===== config.mk =====
export PLATFORM = sky130hd
export DESIGN_NAME = video_timing_sequencer
export DESIGN_NICKNAME = d
export VERILOG_FILES = /design/src/rtl/video_timing_sequencer.sv
export SDC_FILE = /design/constraint.sdc
export NUM_CORES = 1
export LEC_CHECK = 0
export CAP_MARGIN = 20
export CORE_UTILIZATION = 35
export DETAILED_ROUTE_END_ITERATION = 8
export MAX_ROUTING_LAYER = met4
export PLACE_DENSITY = 0.53
export SETUP_SLACK_MARGIN = 0.15
export SLEW_MARGIN = 0
export SYNTH_ARGS = -nofsm -noshare
export SYNTH_HDL_FRONTEND = slang
export SYNTH_SLANG_ARGS = --single-unit

===== constraint.sdc =====
create_clock -name clk -period 4.66 [get_ports clk]
set_input_delay 1.398 -clock clk [delete_from_list [all_inputs] [get_ports clk]]
set_output_delay 1.398 -clock clk [all_outputs]
set_load 0.01 [all_outputs]

===== src/rtl/video_timing_sequencer.sv =====
// video_timing_sequencer: raster timing generator with frame-boundary reconfiguration
module video_timing_sequencer #(
  parameter int C = 10,
  parameter bit SYNC_ACTIVE_LOW = 1'b1,
  parameter int H_ACT = 640,
  parameter int H_FP = 16,
  parameter int H_SYNC = 96,
  parameter int H_BP = 48,
  parameter int V_ACT = 480,
  parameter int V_FP = 10,
  parameter int V_SYNC = 2,
  parameter int V_BP = 33
) (
  input  logic         clk,
  input  logic         rst,
  input  logic         enable,
  input  logic         cfg_we,
  input  logic [2:0]   cfg_addr,
  input  logic [C-1:0] cfg_wdata,
  input  logic         cfg_commit,
  output logic         cfg_pending,
  output logic         hsync,
  output logic         vsync,
  output logic         hblank,
  output logic         vblank,
  output logic         de,
  output logic [C-1:0] x,
  output logic [C-1:0] y,
  output logic         line_start,
  output logic         frame_start
);
  typedef enum logic [1:0] {ACT, FP, SYNC, BP} seg_t;

  localparam logic [C-1:0] DEF [8] = '{C'(H_ACT), C'(H_FP), C'(H_SYNC), C'(H_BP),
                                        C'(V_ACT), C'(V_FP), C'(V_SYNC), C'(V_BP)};

  logic [C-1:0] cur [8];
  logic [C-1:0] shd [8];
  seg_t h_st, h_st_n, v_st, v_st_n;
  logic [C-1:0] h_cnt, h_cnt_n, v_cnt, v_cnt_n, h_len, v_len;
  logic h_last, v_last, line_end, frame_end;

  // Active and sync segments never shorter than one unit; porches may be zero
  function automatic logic [C-1:0] seg_len(input seg_t s, input logic [C-1:0] a, f, sy, b);
    return s == ACT ? (a == '0 ? C'(1) : a) : s == FP ? f : s == SYNC ? (sy == '0 ? C'(1) : sy) : b;
  endfunction

  // Zero-length porches are skipped entirely
  function automatic seg_t seg_next(input seg_t s, input logic [C-1:0] f, b);
    return s == ACT ? (f == '0 ? SYNC : FP) : s == FP ? SYNC : s == SYNC ? (b == '0 ? ACT : BP) : ACT;
  endfunction

  // Next raster position; vertical axis steps only at end of line
  always_comb begin
    h_len = seg_len(h_st, cur[0], cur[1], cur[2], cur[3]);
    v_len = seg_len(v_st, cur[4], cur[5], cur[6], cur[7]);
    h_last = h_cnt == h_len - C'(1);
    v_last = v_cnt == v_len - C'(1);
    h_st_n = h_last ? seg_next(h_st, cur[1], cur[3]) : h_st;
    h_cnt_n = h_last ? '0 : h_cnt + C'(1);
    line_end = h_last && h_st_n == ACT;
    v_st_n = line_end && v_last ? seg_next(v_st, cur[5], cur[7]) : v_st;
    v_cnt_n = line_end ? (v_last ? '0 : v_cnt + C'(1)) : v_cnt;
    frame_end = line_end && v_last && v_st_n == ACT;
  end

  // Position state, advanced once per enabled pixel clock
  always_ff @(posedge clk or negedge rst) begin
    if (!rst) begin
      h_st <= ACT;
      v_st <= ACT;
      h_cnt <= '0;
      v_cnt <= '0;
    end else if (enable) begin
      h_st <= h_st_n;
      v_st <= v_st_n;
      h_cnt <= h_cnt_n;
      v_cnt <= v_cnt_n;
    end
  end

  // Shadow writes any time; committed lengths swap in only on the frame wrap
  always_ff @(posedge clk or negedge rst) begin
    if (!rst) begin
      cur <= DEF;
      shd <= DEF;
      cfg_pending <= 1'b0;
    end else begin
      if (cfg_we) shd[cfg_addr] <= cfg_wdata;
      if (enable && frame_end && cfg_pending) cur <= shd;
      cfg_pending <= cfg_commit | (cfg_pending & ~(enable & frame_end));
    end
  end

  // Registered outputs describe the pixel being left on this edge
  always_ff @(posedge clk or negedge rst) begin
    if (!rst) begin
      hsync <= SYNC_ACTIVE_LOW;
      vsync <= SYNC_ACTIVE_LOW;
      hblank <= 1'b0;
      vblank <= 1'b0;
      de <= 1'b0;
      x <= '0;
      y <= '0;
      line_start <= 1'b0;
      frame_start <= 1'b0;
    end else if (enable) begin
      hsync <= (h_st == SYNC) ^ SYNC_ACTIVE_LOW;
      vsync <= (v_st == SYNC) ^ SYNC_ACTIVE_LOW;
      hblank <= h_st != ACT;
      vblank <= v_st != ACT;
      de <= h_st == ACT && v_st == ACT;
      x <= h_st == ACT ? h_cnt : '0;
      y <= v_st == ACT ? v_cnt : '0;
      line_start <= h_st == ACT && h_cnt == '0;
      frame_start <= h_st == ACT && h_cnt == '0 && v_st == ACT && v_cnt == '0;
    end else begin
      de <= 1'b0;
      line_start <= 1'b0;
      frame_start <= 1'b0;
    end
  end
endmodule

# Yosys cells after proc, flatten, opt, wreduce, memory -nomap -nowiden
# Index checks and enable logic that the tools add are counted.
# word_totals
regBits	212
inputBits	18
out_inout_bits	28
# op_classes
addsub	4
magnitude_cmp	2
eq_ne	6
mux	32
n_bitwise	7
reduce_logical	27
# ops
cell	n
$mux W10	15
$logic_not A10 Y1	10
$bwmux W80	1
$demux W10 S3	1
$mux W2	12
$add A10 B1 Y10 const B	2
$eq A10 B10 Y1	2
$sub A10 B1 Y10 const B	2
$logic_and A1 B1 Y1	10
$logic_not A2 Y1	4
$eq A2 B1 Y1 const B	2
$eq A2 B2 Y1 const B	2
$ge A4 B4 Y1 const B	1
$lt A4 B1 Y1 const B	1
$not A3 Y4	1
$reduce_bool A2 Y1	2
$mux W1	3
$not A1 Y1	3
$and A1 B1 Y1	2
$reduce_and A2 Y1	1
$or A1 B1 Y1	1

# Depth between registers and ports, before layout
# logic_depth
depth_word	18
depth_mapped	16
ltp_nobuf	12

# Worst setup path before layout
# Ideal clock, no wire load.
# synth_path
path_type	register -> register
from	reg h_st[1]
to	reg cur[10] (netlist name)
setup_time_ns	0.125
arrival_ns	3.390
required_ns	4.535
path_slack_ns	1.145
stages_incl_launch_ff	17
path_buffers	4
period_less_slack_ns	3.515
cell_sequence	dfrtp_1 > buf_6 > buf_6 > or2_2 > a311oi_1 > a21o_1 > ha_1 > inv_1 > nor4_4 > nor4b_4 > xnor2_1 > nor3_2 > o211a_1 > and3b_2 > buf_12 > buf_12 > mux2_4
# synth_via
elab_chain_cells	15
word_cells_on_any_way	20
classes_between	add/sub: 1; eq/ne: 3; mux: 8; reduce/logical: 8
# synth_lines
element	line	rtl
start, declared	39	seg_t h_st, h_st_n, v_st, v_st_n;
start signal, assigned	75	h_st <= h_st_n;
$eq A2 B2 Y1	45, 50	
$mux W10 (3 in a row)	45	return s == ACT ? (a == '0 ? C'(1) : a) : s == FP ? f : s == SYNC ? (sy == '0 ? C'(1) : sy) : b;
$sub A10 B1 Y10	57	h_last = h_cnt == h_len - C'(1);
$eq A10 B10 Y1	57	
$mux W2	59	h_st_n = h_last ? seg_next(h_st, cur[1], cur[3]) : h_st;
$logic_not A2 Y1	61	line_end = h_last && h_st_n == ACT;
$logic_and A1 B1 Y1 (*)	61	
$logic_and A1 B1 Y1 (*)	62, 64	
$mux W2	62	v_st_n = line_end && v_last ? seg_next(v_st, cur[5], cur[7]) : v_st;
$logic_not A2 Y1	64	frame_end = line_end && v_last && v_st_n == ACT;
$logic_and A1 B1 Y1 (*)	64	
$logic_and A1 B1 Y1 (*) (2 in a row)	90	if (enable && frame_end && cfg_pending) cur <= shd;
end signal, assigned	85	cur <= DEF;
end signal, assigned	90	
end, declared	37	logic [C-1:0] cur [8];
# Mark *: on every way between the ends. The rest lies on a longest branch, timed or not.
# A chain may end at the register's enable or synchronous reset.

# Worst setup path in the final report
# layout_path
from	reg v_st[0]
to	reg cur[4] (netlist name)
# layout_via
elab_chain_cells	12
word_cells_on_any_way	17
classes_between	add/sub: 1; eq/ne: 3; mux: 7; reduce/logical: 6
# layout_lines
element	line	rtl
start, declared	39	
start signal, assigned	76	v_st <= v_st_n;
$eq A2 B2 Y1	45, 50	
$mux W10 (3 in a row)	45	
$sub A10 B1 Y10	58	v_last = v_cnt == v_len - C'(1);
$eq A10 B10 Y1	58	
$logic_and A1 B1 Y1	62, 64	
$mux W2	62	
$logic_not A2 Y1	64	
$logic_and A1 B1 Y1 (*)	64	
$logic_and A1 B1 Y1 (*) (2 in a row)	90	
# Marks and branches as above.

==> impl_metrics.yaml <==
outcome:
  outcome: "finished clean"
clock_network:
  clock_sinks: 212
  path_clk_slew_ns: 0.06
  cts_max_path_buffers: 3
  cts_tree: "yes"
  ctsHoldBuffers: 0
  cts-root-buf: "clkbuf_16"
  cts_htree_levels: 1
  cts_buffers: 24
  cts_resized: 0
  clock_latency_ns: 0.52
  postCtsSetupRepairBufs: 0
drt:
  ant_nets: 0
  routed_via_density: 5.073
  num_vias: 6062
  wirelength_um: 22570
  first_iter_violations: 312
  drt_first_pass_iters: 4
  detail_route.wl_per_cell_um: 18.89
  drc: 0
die:
  num_io_pins: 46
  start_util: 0.3569
  dieHeight_um: 173.5
  die_area_sq_mm: 0.03012
  die_w_um: 173.5
  core-area_sq_mm: 0.02886
  rows: 62
sta:
  finalMaxSlewViolations: 0
  period_share: 0.8933
  fmax_mhz: 240.2
  setup_tns_ns: 0
  skew_ns: 0.01141
  min_period_ns: 4.163
  hold_viol: 0
  rsz0062_at_grt: "no"
  worst_slew_pin_slew_ns: 1.000
  setup_viol: 0
  relSlewSlack: 0.3302
  whs_ns: 0.4800
synth:
  synth.largest_area_cell: "dfrtp_1"
  synth-seq-cells: 212
  netlist_area_sq_mm: 0.01030
  ys_types: 67
  ys_seq_area_frac: 0.5192
  syn-num-nets: 771
  synthCells: 747
  synth.top_cell.area_share: 0.4325
  synthTopCellsByArea: "dfrtp_1, mux2_4, mux2_2, dfstp_2, mux4_2"
  synthFlopType: "dfrtp_1"
  synth-edff-count: 0
  async_reset_ff_frac: 1.000
  syn_avg_cell_area_sq_um: 13.79
  ys_warn_count: 0
setup_path:
  path_buf_inv: 2
  crit_family: "simple AND/OR/NAND/NOR gates"
  worst_setup_path_end_kind: "register"
  cp_max_fo: 21
  crit_slowest_cell: "dfrtp_1"
  startpoint_type: "register"
  path_class: "reg2reg"
  max_stage_delay_ns: 0.78
  worstPathRequired_ns: 5.06
  crit_arrival_ns: 4.56
  path_cells: "inv_1, o2111ai_1, and3_1, ha_1, nor3b_2, nand3b_1, xnor2_1, nor4_1, nand4_1, and3b_4, buf_12, mux2_4"
global_route:
  grt_max_degree: 82
  grt_pass1_vias: 6309
  antenna_found_initial: 0
  grt_pass1_wl_um: 37140
  grt-ovfl-total: 0
  grt_use_total: 0.1604
finish:
  seq_area_sq_mm: 0.005348
  area_delta_synth_final_pct: 15.40
  nFillCells: 2718
  stdcell_count: 1195
  multi_input_area_sq_mm: 0.004531
  finish.net_count: 817
  diodes: 0
  final_util: 0.4119
  drive_above_1_share: 0.3588
  final_common_cell: "dfrtp_1"
  final_cell_mix: "dfrtp_1, mux2_2, mux2_4, clkdlybuf4s50_1, dfstp_2"
pwr:
  cellPowerDensity_mw_per_mm2: 363.0
  p_leak_uw: 0.005049
  ir_worst_vdd_v: 0.0002427
placement:
  dp_hpwl_um: 15570
  gp_congestion: 0.8434
  io_buffers: 45
  dp.cells: 1151
job:
  maxCapViolations: 0
hold_path:
  hp-class: "reg2reg"
[final cells by class]
class                   instances  area share
clock inverters                 4    0.004105
inverters                      26    0.008211
flip-flops and latches        212      0.4499
clock buffers                  40     0.06074
multi-input cells             465      0.3812
repair buffers                 64     0.05547
well taps                     384     0.04042
[cells in the mapped netlist (6+ instances only)]
library cell    n
dfrtp_1       178
mux2_2         85
mux2_4         80
dfstp_2        34
nor2_1         28
nand3_1        27
inv_1          26
clkbuf_1       24
nor4_1         20
mux4_2         19
xnor2_1        19
nand2_1        18
o21ai_0        16
o2bb2ai_1      11
nor3_1         10
xor2_1         10
a21oi_1         9
buf_12          9
mux2i_1         8
a22oi_1         7
and2_1          7
and3_1          7
ha_1            6
or2_2           6
[sequential cells by signal (all words and copies together), names as in the netlist, 2 cells and up]
register,count
cur,80
shd,80
h_cnt,10
v_cnt,10
x,10
y,10
h_st,2
v_st,2
[logic make-up (layout without fill, tap and decap cells)]
family	count (synthesis)	in the layout	share of synthesized area
buf+inv	70	134	0.04215
fa+ha+maj	6	6	0.007288
simple gates	160	160	0.09123
mux	193	193	0.2600
flops	212	212	0.5192
compound gates	76	76	0.05333
xor+xnor	30	30	0.02685
[where the power goes]
group          total [uW]  leakage (uW)  switching (uW)  internal [uW]
sequential           2160       0.00266             124           2040
combinational         326       0.00201             141            185
clock                1830      0.000376             722           1110
total                4320       0.00505             987           3330
[per-stage QoR]
step / worst slack [ns] / power (uW) / area, sq um
3_5_place_dp: 0.4558 / 2528 / 11120
5_1_grt: 0.2345 / 4514 / 11890
2_1_floorplan: 1.145 / 2391 / 10300
4_1_cts: 0.4399 / 4382 / 11890
6_report: 0.4974 / 4315 / 11890
3_3_place_gp: 0.4999 / 2517 / 11120
[final timing paths]
| path | from | to | slack [ns] | cells past startpoint |
|---|---|---|---|---|
| min in group asynchronous | rst | h_cnt[0] | 0.89 | 1 |
| setup / recovery | v_st[0] | cur[4] | 0.50 | 12 |
| setup reg to reg | v_st[0] | cur[4] | 0.50 | 12 |
| max in group asynchronous | rst | cur[35] | 2.77 | 2 |
| hold reg to reg | hblank | hblank | 0.48 | 1 |
| hold / removal | hblank | hblank | 0.48 | 1 |
[metal layers]
metal | track usage | vias up | share of wire
met3 | 0.01974 | 39 | 0.036
met2 | 0.2368 | 116 | 0.44
met1 | 0.2314 | 3083 | 0.50
met4 | 0.04462 | 0 | 0.022
li1 | - | 2824 | -
met5 | - | - | 0
(Power assumes the default switching activity.)
